==> src/rtl/dmem_burst_reader.sv <==
// dmem_burst_reader: burst read controller for the 256x8 data memory with a credit-limited return FIFO.
// Optional feature: define DMEM_RD_BYPASS_EN for write-first forwarding when a snooped write hits the address being read.
module dmem_burst_reader #(
    parameter int ADDR_W     = 8,
    parameter int DATA_W     = 8,
    parameter int FIFO_DEPTH = 4,
    parameter int LEN_W      = 4
) (
    input  logic              clk,
    input  logic              rst_n,
    input  logic              rd_req_valid_i,
    output logic              rd_req_ready_o,
    input  logic [ADDR_W-1:0] rd_addr_i,
    input  logic [LEN_W-1:0]  rd_len_i,
    output logic              mem_rd_en_o,
    output logic [ADDR_W-1:0] mem_rd_addr_o,
    input  logic [DATA_W-1:0] mem_rdata_i,
    input  logic              mem_write_i,
    input  logic [ADDR_W-1:0] a_i,
    input  logic [DATA_W-1:0] wd_i,
    output logic              rd_data_valid_o,
    input  logic              rd_data_ready_i,
    output logic [DATA_W-1:0] rd_data_o,
    output logic              rd_last_o,
    output logic              busy_o
);
    localparam int PW = $clog2(FIFO_DEPTH);
    localparam logic [PW+1:0] DEPTH = (PW+2)'(FIFO_DEPTH);
    typedef enum logic [1:0] {IDLE, ISSUE, DRAIN} state_t;
    state_t              state_q, state_d;
    logic [ADDR_W-1:0]   addr_q, addr_d;
    logic [LEN_W:0]      rem_q, rem_d;
    logic                out_q, tag_q;
    logic [PW:0]         wptr_q, rptr_q, count;
    logic [PW+1:0]       occ;
    logic [DATA_W-1:0]   fifo_data_q [FIFO_DEPTH];
    logic [FIFO_DEPTH-1:0] fifo_last_q;
    logic [DATA_W-1:0]   cap_data;
    logic                issue, last_issue, push, pop;
    assign count      = wptr_q - rptr_q;
    assign occ        = {1'b0, count} + {{(PW+1){1'b0}}, out_q};
    assign issue      = (state_q == ISSUE) && (occ < DEPTH);
    assign last_issue = issue && (rem_q == (LEN_W+1)'(1));
    assign push       = out_q;
    assign pop        = rd_data_valid_o && rd_data_ready_i;
    assign rd_req_ready_o  = (state_q == IDLE);
    assign busy_o          = (state_q != IDLE);
    assign mem_rd_en_o     = issue;
    assign mem_rd_addr_o   = addr_q;
    assign rd_data_valid_o = (count != '0);
    assign rd_data_o       = rd_data_valid_o ? fifo_data_q[rptr_q[PW-1:0]] : '0;
    assign rd_last_o       = rd_data_valid_o && fifo_last_q[rptr_q[PW-1:0]];
`ifdef DMEM_RD_BYPASS_EN
    logic              byp_q;
    logic [DATA_W-1:0] byp_data_q;
    // remember a write that lands on the address being read this cycle
    always_ff @(posedge clk or negedge rst_n) begin
        if (!rst_n) begin
            byp_q      <= 1'b0;
            byp_data_q <= '0;
        end else begin
            byp_q <= issue && mem_write_i && (a_i == addr_q);
            if (issue && mem_write_i && (a_i == addr_q)) byp_data_q <= wd_i;
        end
    end
    assign cap_data = byp_q ? byp_data_q : mem_rdata_i;
`else
    logic unused_snoop;
    assign unused_snoop = ^{mem_write_i, a_i, wd_i};
    assign cap_data     = mem_rdata_i;
`endif
    // next-state: accept in IDLE, step address/count per issue, leave DRAIN once nothing is queued or in flight
    always_comb begin
        state_d = state_q;
        addr_d  = addr_q;
        rem_d   = rem_q;
        if (state_q == IDLE && rd_req_valid_i) begin
            state_d = ISSUE;
            addr_d  = rd_addr_i;
            rem_d   = {1'b0, rd_len_i} + 1'b1;
        end
        if (issue) begin
            addr_d = addr_q + 1'b1;
            rem_d  = rem_q - 1'b1;
            state_d = last_issue ? DRAIN : state_q;
        end
        if (state_q == DRAIN && count == '0 && !out_q) state_d = IDLE;
    end
    // control registers; the in-flight flag and its last tag follow each issue by one cycle
    always_ff @(posedge clk or negedge rst_n) begin
        if (!rst_n) begin
            state_q <= IDLE;
            addr_q  <= '0;
            rem_q   <= '0;
            out_q   <= 1'b0;
            tag_q   <= 1'b0;
        end else begin
            state_q <= state_d;
            addr_q  <= addr_d;
            rem_q   <= rem_d;
            out_q   <= issue;
            tag_q   <= last_issue;
        end
    end
    // FIFO pointers; push and pop may coincide at any occupancy
    always_ff @(posedge clk or negedge rst_n) begin
        if (!rst_n) begin
            wptr_q <= '0;
            rptr_q <= '0;
        end else begin
            if (push) wptr_q <= wptr_q + 1'b1;
            if (pop)  rptr_q <= rptr_q + 1'b1;
        end
    end
    // FIFO storage captures the returned byte and its last tag
    always_ff @(posedge clk) begin
        if (push) begin
            fifo_data_q[wptr_q[PW-1:0]] <= cap_data;
            fifo_last_q[wptr_q[PW-1:0]] <= tag_q;
        end
    end
endmodule

==> config.mk <==
export PLATFORM = sky130hd
export DESIGN_NAME = dmem_burst_reader
export DESIGN_NICKNAME = d
export VERILOG_FILES = /design/src/rtl/dmem_burst_reader.sv
export SDC_FILE = /design/constraint.sdc
export NUM_CORES = 1
export LEC_CHECK = 0
export ABC_AREA = 1
export CAP_MARGIN = 15
export CORE_MARGIN = 3
export CORE_UTILIZATION = 51
export DETAILED_ROUTE_END_ITERATION = 6
export PLACE_DENSITY_LB_ADDON = 0.12
export SLEW_MARGIN = 20
export SYNTH_ARGS = -nofsm -noshare
export SYNTH_HDL_FRONTEND = slang
export SYNTH_SLANG_ARGS = --single-unit
==> constraint.sdc <==
create_clock -name clk -period 2.6 [get_ports clk]
set_clock_uncertainty 0.05 [all_clocks]
set_input_delay 0.39 -clock clk [delete_from_list [all_inputs] [get_ports clk]]
set_output_delay 0.39 -clock clk [all_outputs]
set_load 0.05 [all_outputs]
After elaboration in Yosys (flattened, before gate mapping)
Memory sizes are Yosys's and may differ from the RTL's.
Index checks and enable logic that the tools add are counted.
{"block": "word_totals", "register_bits": 27, "ram_bits": 32, "input_bits": 41, "output_inout_bits": 21, "n_memories": 1}
{"name": "fifo_data_q", "words": 4, "width": 8, "rd": 1, "rd_clocked_by_memory_dff": 0, "write_ports": 1, "line": "36", "source": "logic [DATA_W-1:0] fifo_data_q [FIFO_DEPTH];"}
{"block": "op_classes", "n_addsub": 7, "n_lt_le_gt_ge": 4, "eq_ne": 4, "mux": 16, "reduce_logical": 16}
{"operator": "2-to-1 mux 8 bit", "n": 3}
{"operator": "2-to-1 mux 5 bit", "n": 2}
{"operator": "adder 8 x 1 -> 8 bit, second input constant", "n": 1}
{"operator": "logical AND 1 bit", "n": 8}
{"operator": "2-to-1 mux 2 bit", "n": 4}
{"operator": "adder 3 x 1 -> 3 bit, second input constant", "n": 2}
{"operator": "less-than comparator 2 x 3 -> 1 bit, second input constant", "n": 2}
{"operator": "nonzero test 3 bit", "n": 2}
{"operator": "adder 4 x 1 -> 5 bit, second input constant", "n": 1}
{"operator": "equality test 5 x 1 -> 1 bit, second input constant", "n": 1}
{"operator": "subtractor 5 x 1 -> 5 bit, second input constant", "n": 1}
{"operator": "adder 3 x 1 -> 4 bit", "n": 1}
{"operator": "bitwise mux 4 bit", "n": 1}
{"operator": "less-than comparator 4 x 3 -> 1 bit, second input constant", "n": 1}
{"operator": "2-to-1 mux 1 bit", "n": 4}
{"operator": "nonzero test 2 bit", "n": 2}
{"operator": "logical NOT 3 bit", "n": 1}
{"operator": "!= test 3 x 1 -> 1 bit, second input constant", "n": 1}
{"operator": "subtractor 3 bit", "n": 1}
{"operator": "binary-select mux 1 bit (select 2 bit)", "n": 1}
{"operator": "demux 1 bit (select 2 bit)", "n": 1}
{"operator": "equality test 2 x 1 -> 1 bit, second input constant", "n": 1}
{"operator": "equality test 2 bit, second input constant", "n": 1}
{"operator": "greater-or-equal comparator 2 x 1 -> 1 bit, second input constant", "n": 1}
{"operator": "3 further kinds", "n": 3}

Longest topological paths before layout
Gate-level depths: netlist of run 1.
{"block": "depth", "word_depth": 8, "depth_mapped": 12, "depth_no_buf": 11}

Worst setup path before layout of run 1
Ideal clock, no wire load.
{"block": "synth_path", "kind": "flip-flop to output port", "start": "register wptr_q[0]", "end": "output rd_data_o[0]", "arrival_time_ns": 1.936, "setup_slack_ns": 0.224, "path_stages_with_launch": 10, "n_path_buf": 1, "path_cell_list": "dfrtp_1 inv_1 ha_1 fa_1 nand2_1 nand2_4 nand2_4 buf_4 nand2_1 inv_1"}
{"block": "synth_via", "elab_chain_cells": 3}
{"item": "start: declaration", "line": "34", "source": "logic [PW:0] wptr_q, rptr_q, count;"}
{"item": "start signal: assignment", "line": "111", "source": "if (push) wptr_q <= wptr_q + 1'b1;"}
{"item": "subtractor 3 bit", "line": "40", "source": "assign count = wptr_q - rptr_q;"}
{"item": "nonzero test 3 bit", "line": "50", "source": "assign rd_data_valid_o = (count != '0);"}
{"item": "named net rd_data_valid_o", "line": "21", "source": "output logic rd_data_valid_o,"}
{"item": "2-to-1 mux 8 bit", "line": "51", "source": "assign rd_data_o = rd_data_valid_o ? fifo_data_q[rptr_q[PW-1:0]] : '0;"}
{"item": "end: declaration", "line": "23", "source": "output logic [DATA_W-1:0] rd_data_o,"}
The timed path passes the listed nets, and every way through them passes these cells.

Final worst setup path of run 1
{"block": "layout_path", "start": "register wptr_q[0]", "end": "output mem_rd_en_o"}
{"block": "layout_via", "elab_chain_cells": 4}
{"item": "subtractor 3 bit", "line": "40"}
{"item": "adder 3 x 1 -> 4 bit", "line": "41", "source": "assign occ = {1'b0, count} + {{(PW+1){1'b0}}, out_q};"}
{"item": "less-than comparator 4 x 3 -> 1 bit", "line": "42", "source": "assign issue = (state_q == ISSUE) && (occ < DEPTH);"}
{"item": "logical AND 1 bit", "line": "42"}
{"item": "end: declaration", "line": "15", "source": "output logic mem_rd_en_o,"}
Every way passes these cells.

==> out/qor.csv, run 1 <==
metric,value,unit
largest family of logic cells by synthesized area,simple AND/OR/NAND/NOR gates,
Adder-Cell Fraction of Synth Area,4.895,%
CTS Buf Count,9,
crit-path max cell delay,0.55,ns
area of the multi-input gates,1122,sq um
Period minus WS final,2.508,ns
crit path cell chain,inv_1 -> ha_2 -> fa_2 -> inv_1 -> nand3b_1 -> nand2_2 -> nor2_4 -> buf_12,
Total Die Area,6765,sq um
via count,2299,
initial antenna violation count,0,
mux cell area share after synthesis,0,%
"Distinct cells, synth",25,
chip height,82.25,um
Layout Nets,434,
drt wl/cell,13.17,um
# H-tree levels,3,
CP Launch Type,register,
clk sinks,59,
drt via density,5.009,
vias in the first global route,2143,
global route total overflow,0,
final setup violation count,0,
Synth Area in XOR/XNOR,2.658,%
first-pass detailed-route iteration total,4,
final WL,6044,um
# fillers,414,
synth warn,0,
CTS hold repair buffers,0,
reg2reg path depth,12,
# DRC,0,
Reg2Reg Setup Slack,0.37,ns
"Top cell by count, worst path",inv_1,
clk slew on worst S/H paths,0.06,ns
cell count after synthesis,325,
"Net Count, Synth",377,
core area,5574,sq um
Initial Util,53.20,%
dpl hpwl,3868,um
post-route cell area,3846,sq um
largest net degree at the start of global routing,24,
Final Max Slew Viols,0,
synthesis-to-layout area growth,29.70,%
placed cell area,3573,sq um
Slew @ Worst Pin,0.5017,ns
Finished Core Util,69.00,%
Synth Area in Simple Gates,23.46,%
status,"complete, no violations",
final hold viol count,0,
worst setup path class,reg2out,
fin worst setup slack,0.09152,ns
layout cells sized above 1,12.92,%
Site Rows,27,
critical path launch point,wptr_q[0],
FF/Latch Area,1657,sq um
ANT cells,0,
RSZ-0062 raised after global routing,no,
initial DRC count,142,
syn_area_per_cell,9.124,sq um
Compound-Gate Fraction of Synth Area,5.570,%
clk_lat worst skew,0.32,ns
period utilisation layout,96.48,%
crit end category,output pin,
relative slew slack,66.45,%
Hold Path Class,in2async,
Critical-path top delay cell,fa_2,
first-pass GRT wire length,9791,um
sequential share of the synthesized area,55.86,%
Worst R2R End,rem_q[0],
IO Pins,62,
Achievable Freq,398.6,MHz
CP arrival,2.07,ns
# port buffers,44,
CP max FO,3,
launching point of the worst reg2reg path,wptr_q[0],
CP top delay family,adder cells,
setup TNS,0,ns
gpl congestion,0.7857,
root buffer cell,clkbuf_8,
synthesized cell area,2965,sq um
pre-CTS setup slack,0.2365,ns
clock tree buffer depth,2,
max_cap viols,0,
Buf/Inv on CP,3,
Total Routing Usage GR,19.39,%
DRT antenna net count,0,
synthesized flop and latch total,59,
CP required,2.16,ns
Die Wd,82.25,um
TritonCTS clock tree,yes,
[Yosys cell counts (all sizes together)]
cell    instances  share of area [%]
nand2          83                 11
nor2           44                5.7
inv            39                4.9
edfxtp         36                 36
o21ai          33                5.6
nand3          31                5.4
dfrtp          23                 19
buf            10                2.5
ha             10                4.2
xor2            6                1.8
nand3b          3               0.76
xnor2           3               0.89
and2            1               0.21
clkbuf          1               0.13
fa              1               0.68
nor3            1               0.17
[repair_timing]
item,CTS,global route
pin swaps,1,4
cloned,0,1
endpoints found under the setup margin,10,10
buffers inserted,1,5
resized for setup,2,7
[registers in the layout, summed over array words and instances (netlist names)]
| name | flops |
|---|---|
| rptr_q | 3 |
| fifo_last_q | 4 |
| wptr_q | 3 |
| rem_q | 5 |
| fifo_data_q | 32 |
| state_q | 2 |
| mem_rd_addr_o | 8 |
| tag_q | 1 |
| out_q | 1 |
[layout by cell type (no fill, tap or decap), types with 2 or more instances in the layout]
master / netlist / layout
nand3_1: 30 / 30
xnor2_1: 3 / 3
dfrtp_1: 23 / 23
edfxtp_1: 36 / 36
nand2_1: 78 / 75
xor2_1: 6 / 6
clkinv_1: 0 / 2
nand2_2: 3 / 6
clkbuf_1: 1 / 2
nand3b_1: 3 / 3
o21ai_0: 32 / 32
inv_1: 38 / 37
buf_12: 0 / 11
clkdlybuf4s50_1: 0 / 33
ha_1: 10 / 9
nor2_1: 43 / 43
buf_4: 5 / 12
nand2_4: 2 / 2
clkbuf_8: 0 / 10
[metal layers]
layer / track usage, % / routed length [um] / share of wire, % / up-vias
met5: 0 / 0 / 0 / -
met4: 10.13 / 79 / 1.3 / 0
met1: 24.73 / 2765 / 46 / 1083
li1: - / - / - / 1163
met3: 3.145 / 235 / 3.9 / 7
met2: 31.73 / 2964 / 49 / 46
[logic make-up (layout without fill, tap and decap cells)]
group	after synthesis	count (layout)
buffers and inverters	50	111
adders and majority gates	11	11
xor gates and xnor gates	9	9
and+or+nand+nor	163	164
DFF	59	59
AOI/OAI and AO/OA	33	33
[how the worst max path moves through the flow]
stage,cells after the start,endpoint
after CTS,10,rd_data_o[3]
final,8,mem_rd_en_o
after floorplan,9,rd_data_o[0]
after global routing,8,mem_rd_en_o
after detailed placement,10,rd_data_o[3]
after global placement,10,rd_last_o
[stage by stage]
stage,instances,hold slack (ns)
after floorplan,325,0.04441
after global placement,436,0.4166
after detailed placement,436,0.4531
after CTS,453,0.3847
after global routing,459,0.4302
final,459,0.3904
[area by class of cell]
| cell class | instances | area share, % |
|---|---|---|
| sequential | 59 | 43.07 |
| clock inverter | 4 | 1.106 |
| clock buffer | 12 | 3.774 |
| inverter | 39 | 3.871 |
| tap | 72 | 2.342 |
| multi-input combinational | 217 | 29.18 |
| timing repair buffer | 56 | 16.66 |
Power of run 1 is left out: the tool's default activity adds up to more than one toggle a clock period on the data nets, which glitch-free logic cannot reach.
==> run 2, diff against run 1 <==
--- a/config.mk
+++ b/config.mk
@@ -5,12 +5,13 @@
 export SDC_FILE = /design/constraint.sdc
 export NUM_CORES = 1
 export LEC_CHECK = 0
-export ABC_AREA = 1
 export CAP_MARGIN = 15
 export CORE_MARGIN = 3
-export CORE_UTILIZATION = 51
+export CORE_UTILIZATION = 50
 export DETAILED_ROUTE_END_ITERATION = 6
 export PLACE_DENSITY_LB_ADDON = 0.12
+export RECOVER_POWER = 25
+export SETUP_SLACK_MARGIN = 0.02
 export SLEW_MARGIN = 20
 export SYNTH_ARGS = -nofsm -noshare
 export SYNTH_HDL_FRONTEND = slang
==> run 2 against run 1 <==
Effect of this change:
- first-iteration DRC count shrank 2.8%
- non-clock buffer count increased by 1
- sequential share of layout area up 1.3 points
- flip-flop and latch count did not move
- synthesized cell count shrank 43%
- wire length shrank 5.3%
- largest cell class unchanged
- highest routed layer unchanged
- worst hold slack gained 0.060 ns
- clock-buffer cell count decreased by 1
- global-route usage rose by 0.38 points
==> out/qor.csv, run 2 <==
metric,value,unit,change
crit end category,output pin,,
Slew @ Worst Pin,1.288,ns,+0.7858 ns
Hold Startpoint,wptr_q[2],,
FF/Latch Area,1657,sq um,unchanged
synth top area cells,"edfxtp_1, dfrtp_1, mux4_2, ha_1, and2_1",,
Total Routing Usage GR,19.77,%,+0.38 points
root buffer cell,clkbuf_8,,
Post-synth EDFFs,36,,unchanged
final WL,5726,um,-5.3%
CTS Buf Count,9,,unchanged
worst setup path class,reg2out,,
"Top cell by count, worst path",buf_12,,
launching point of the worst reg2reg path,wptr_q[0],,
via count,1787,,-22%
RSZ-0062 raised after global routing,yes,,
CP required,2.16,ns,about the same
initial DRC count,138,,-2.8%
area of the multi-input gates,1030,sq um,-8.2%
clk_lat worst skew,0.34,ns,+0.02 ns
global route total overflow,0,,unchanged
most common cell in the netlist,edfxtp_1,,
largest net degree at the start of global routing,24,,unchanged
max_cap viols,0,,unchanged
initial antenna violation count,0,,unchanged
vias in the first global route,1912,,-11%
CP arrival,2.10,ns,+0.03 ns
synth warn,0,,unchanged
clk sinks,59,,unchanged
Hold Path Class,reg2reg,,
chip height,79.88,um,-2.9%
# H-tree levels,3,,unchanged
Site Rows,26,,-3.7%
TritonCTS clock tree,yes,,
most frequent cells in the layout,"edfxtp_1, clkdlybuf4s50_1, dfrtp_1, buf_12",,
top cells by instance count after synthesis,"edfxtp_1, dfrtp_1, nand2_1",,
Die Wd,79.88,um,-2.9%
ANT cells,0,,unchanged
Total Die Area,6380,sq um,-5.7%
Post-Layout Cell Count,323,,-30%
relative slew slack,14.16,%,-52 points
Period minus WS final,2.537,ns,+0.02832 ns
cell count after synthesis,186,,-43%
synthesized cell area,2729,sq um,-8.0%
final setup violation count,0,,unchanged
Achievable Freq,394.2,MHz,-1.1%
synthesized flop and latch total,59,,unchanged
max FFs per register,32,,unchanged
critical path launch point,wptr_q[0],,
# port buffers,44,,unchanged
layout cells sized above 1,30.04,%,+17 points
Critical-path top delay cell,dfrtp_1,,
core area,5205,sq um,-6.6%
Synth top area share,39.61,%,+3.2 points
share of flip-flops with an asynchronous set or reset,38.98,%,unchanged
final hold viol count,0,,unchanged
"commonest non-fill, non-tap cell in the layout",edfxtp_1,,
# fillers,338,,-18%
Final Max Slew Viols,0,,unchanged
clk slew on worst S/H paths,0.07,ns,about the same
Layout Nets,300,,-31%
dpl cells,301,,-31%
synthesis-to-layout area growth,36.91,%,
drt via density,5.533,,+10%
# DRC,0,,unchanged
DRT antenna net count,0,,unchanged
crit-path max cell delay,0.37,ns,-0.18 ns
"area leader, netlist",edfxtp_1,,
Buf/Inv on CP,3,,unchanged
first-pass detailed-route iteration total,4,,unchanged
IO Pins,62,,unchanged
syn_area_per_cell,14.67,sq um,+61%
CP top delay family,adder cells,,
period utilisation layout,97.57,%,+1.1 points
CP Launch Type,register,,
sequential share of the synthesized area,60.71,%,+4.8 points
"Distinct cells, synth",53,,+110%
"Net Count, Synth",238,,-37%
Synth Flop Type,edfxtp_1,,
drt wl/cell,17.73,um,+35%
status,"complete, no violations",,
dpl hpwl,3765,um,-2.7%
crit path cell chain,inv_2 -> ha_4 -> fa_1 -> xnor3_2 -> nand3_2 -> buf_12 -> and2_4 -> buf_12,,
gpl congestion,0.8087,,+2.9%
clock tree buffer depth,2,,unchanged
first-pass GRT wire length,9349,um,-4.5%
Initial Util,52.43,%,-0.77 points
CP max FO,13,,+10
## run 2: cell count changes in the layout (fill, tap and decap cells not counted), sizes merged, moves of 4 or more
cell | previous run | this run
nor2 | 44 | 5
dlygate4sd3 | 0 | 4
a21oi | 0 | 4
o21ai | 33 | 3
and2 | 1 | 13
nand3 | 31 | 8
clkdlybuf4s50 | 33 | 29
nand2 | 84 | 11
inv | 39 | 11
mux4 | 0 | 9
## run 2: path summary, 6_finish.rpt
path,endpoint,slack [ns],depth (start not counted)
max in group asynchronous,wptr_q[2],0.91,2
setup reg to reg,mem_rd_addr_o[5],0.19,9
hold reg to reg,wptr_q[2],0.45,1
hold / removal,wptr_q[2],0.45,1
setup / recovery,rd_data_o[6],0.06,8
min in group asynchronous,mem_rd_addr_o[6],0.83,2
## run 2: kinds of logic (layout without fill, tap and decap cells)
family          Yosys count  after routing  share of synthesized area [%]
xor+xnor                  8              8                          3.118
compound gates           27             27                          8.070
simple gates             52             52                          11.19
mux                      12             12                          8.574
buf+inv                  17             84                          3.026
fa+ha+maj                11             11                          5.319
flops                    59             59                          60.71
## run 2: routing by layer
metal	track usage [%]	vias to the layer above	share of wire, %
met1	23.90	885	41
met4	8.277	0	1.7
met2	33.56	56	52
met3	5.079	11	5.0
li1	-	835	-
met5	0	-	0
## run 2: final cells by class
class	count	share of cell area [%]
flip-flops and latches	59	44.34
multi-input cells	110	27.56
repair buffers	57	17.58
clock buffers	11	3.516
clock inverters	5	3.349
well taps	70	2.344
inverters	11	1.306
## run 2: worst register-to-register path, delay by kind of cell, from the launching register on
kind,cells,cell delay (ns)
DFF,1,0.37
and+or+nand+nor,3,0.74
buffers and inverters,3,0.41
adders and majority gates,2,0.52
xor gates and xnor gates,1,0.25
## run 2: stage by stage
stage / area, sq um / utilization [%] / setup TNS (ns) / setup WS [ns] / hold WS (ns)
after floorplan: 2754 / - / 0 / 0.02442 / 0.04441
after global placement: 3418 / 65.67 / 0 / 0.1345 / 0.4102
after detailed placement: 3418 / 65.67 / 0 / 0.08735 / 0.4401
after CTS: 3732 / 71.71 / 0 / 0.01737 / 0.3800
after global routing: 3736 / 71.78 / -0.003872 / -0.003872 / 0.4678
final: 3736 / 71.78 / 0 / 0.06320 / 0.4505
## run 2: timing repair
item	in CTS	in global routing
hold buffers	0	0
pin swaps	4	2
gates cloned	0	0
resized for setup	5	1
endpoints found under the setup margin	11	10
buffers inserted	5	1
Power of run 2 is left out for the same reason.
==> run 3, diff against run 2 <==
--- a/config.mk
+++ b/config.mk
@@ -6,7 +6,7 @@
 export NUM_CORES = 1
 export LEC_CHECK = 0
 export CAP_MARGIN = 15
-export CORE_MARGIN = 3
+export CORE_MARGIN = 5
 export CORE_UTILIZATION = 50
 export DETAILED_ROUTE_END_ITERATION = 6
 export PLACE_DENSITY_LB_ADDON = 0.12
==> run 3 against run 2 <==
Effect of this change:
- final cell count up 0.62%
- via count increased by 0.45%
- fmax increased by 0.69%
- die area is 10% higher
- critical path depth down 1
- global-route usage down 1.7 points
- worst hold slack got worse by 0.014 ns
- wire length fell by 0.30%
- sequential share of layout area increased by 0.089 points
- non-clock buffer count rose by 2
- critical path type unchanged
- highest routed layer unchanged
==> out/qor.csv, run 3 (same netlist as run 2, synthesis figures left out) <==
metric,value,unit,change
most frequent cells in the layout,"edfxtp_1, clkdlybuf4s50_1, dfrtp_1, buf_4, buf_12",,
via count,1795,,+0.45%
layout cells sized above 1,30.59,%,+0.55 points
final WL,5709,um,-0.30%
clk_lat worst skew,0.33,ns,about the same
initial DRC count,113,,-18%
worst setup path class,reg2out,,
CP Launch Type,register,,
ANT cells,0,,unchanged
crit end category,output pin,,
vias in the first global route,1890,,-1.2%
Total Die Area,7035,sq um,+10%
root buffer cell,clkbuf_8,,
max FFs per register,32,,unchanged
Layout Nets,302,,+0.67%
largest net degree at the start of global routing,24,,unchanged
core area,5205,sq um,unchanged
clock tree buffer depth,2,,unchanged
clk slew on worst S/H paths,0.06,ns,about the same
Slew @ Worst Pin,1.260,ns,-0.02783 ns
TritonCTS clock tree,yes,,
max_cap viols,0,,unchanged
Reg2Reg Setup Slack,0.21,ns,+0.02 ns
Final Max Slew Viols,0,,unchanged
DRT antenna net count,0,,unchanged
"commonest non-fill, non-tap cell in the layout",edfxtp_1,,
global route total overflow,0,,unchanged
synthesis-to-layout area growth,36.63,%,
Initial Util,52.43,%,unchanged
Hold Path Class,reg2reg,,
first-pass GRT wire length,9653,um,+3.3%
# H-tree levels,3,,unchanged
first-pass detailed-route iteration total,4,,unchanged
clk sinks,59,,unchanged
# DRC,0,,unchanged
final setup violation count,0,,unchanged
initial antenna violation count,0,,unchanged
CTS hold repair buffers,0,,unchanged
Achievable Freq,396.9,MHz,+0.69%
# port buffers,44,,unchanged
setup TNS,0,ns,unchanged
Site Rows,26,,unchanged
Die Wd,83.88,um,+5.0%
IO Pins,62,,unchanged
drt wl/cell,17.57,um,-0.91%
CP required,2.16,ns,about the same
gpl congestion,0.8299,,+2.6%
Total Routing Usage GR,18.08,%,-1.7 points
status,"complete, no violations",,
relative slew slack,16.02,%,+1.9 points
period utilisation layout,96.90,%,-0.66 points
CP max FO,12,,-1
final hold viol count,0,,unchanged
RSZ-0062 raised after global routing,yes,,
dpl hpwl,3893,um,+3.4%
Period minus WS final,2.520,ns,-0.01727 ns
CTS Buf Count,9,,unchanged
drt via density,5.523,,-0.17%
chip height,83.88,um,+5.0%
CP arrival,2.08,ns,-0.02 ns
run 3: cell count changes in the layout (fill, tap and decap cells not counted):
cell,delta
buf_4,+2
bufinv_16,-1
clkinvlp_4,+1
run 3: layer usage:
layer	track usage (%)	wire length, um	share of wire, %	vias up
met2	30.80	3010	53	44
met5	0	0	0	-
met4	6.140	72	1.3	0
met3	6.120	310	5.4	8
li1	-	-	-	832
met1	21.38	2316	41	911
run 3: what timing repair did:
action                                 CTS  global route
pin swaps                                4             2
resized for setup                        4             2
endpoints found under the hold margin    0             0
buffers inserted                         5             3
gates cloned                             0             0
setup endpoints to repair               11            10
run 3: path summary, 6_finish.rpt:
kind / endpoint / cells past startpoint / startpoint
max: rd_data_o[0] / 7 / rptr_q[0]
min: fifo_last_q[3] / 0 / tag_q
max reg2reg: mem_rd_addr_o[3] / 8 / rptr_q[0]
min reg2reg: fifo_last_q[3] / 0 / tag_q
max in group asynchronous: rptr_q[2] / 2 / rst_n
min in group asynchronous: mem_rd_addr_o[6] / 2 / rst_n
run 3: cell type report:
cell class	instances	area, sq um
clock buffer	11	131.4
clock inverter	5	102.6
fill	353	1476
inverter	11	48.80
multi-input combinational	110	1030
sequential	59	1657
tap	70	87.58
timing repair buffer	59	671.9
run 3: per-stage QoR:
step	hold WS [ns]	instance area, sq um	setup WS, ns	std cells	util [%]
2_1_floorplan	0.04441	2754	0.02442	186	-
3_3_place_gp	0.4089	3418	0.1238	301	65.67
3_5_place_dp	0.4245	3418	0.09447	301	65.67
4_1_cts	0.3564	3705	0.01269	322	71.18
5_1_grt	0.4575	3729	0.01170	325	71.63
6_report	0.4365	3729	0.08047	325	71.63
run 3: worst max-delay path, cell delays in order, from the launching register on:
cell and delay [ns]:
dfrtp_1 0.41, ha_4 0.17, fa_1 0.37, xnor3_2 0.25, nand3_2 0.10, buf_12 0.16, and2_4 0.14, buf_12 0.14
Power of run 3 is left out for the same reason.
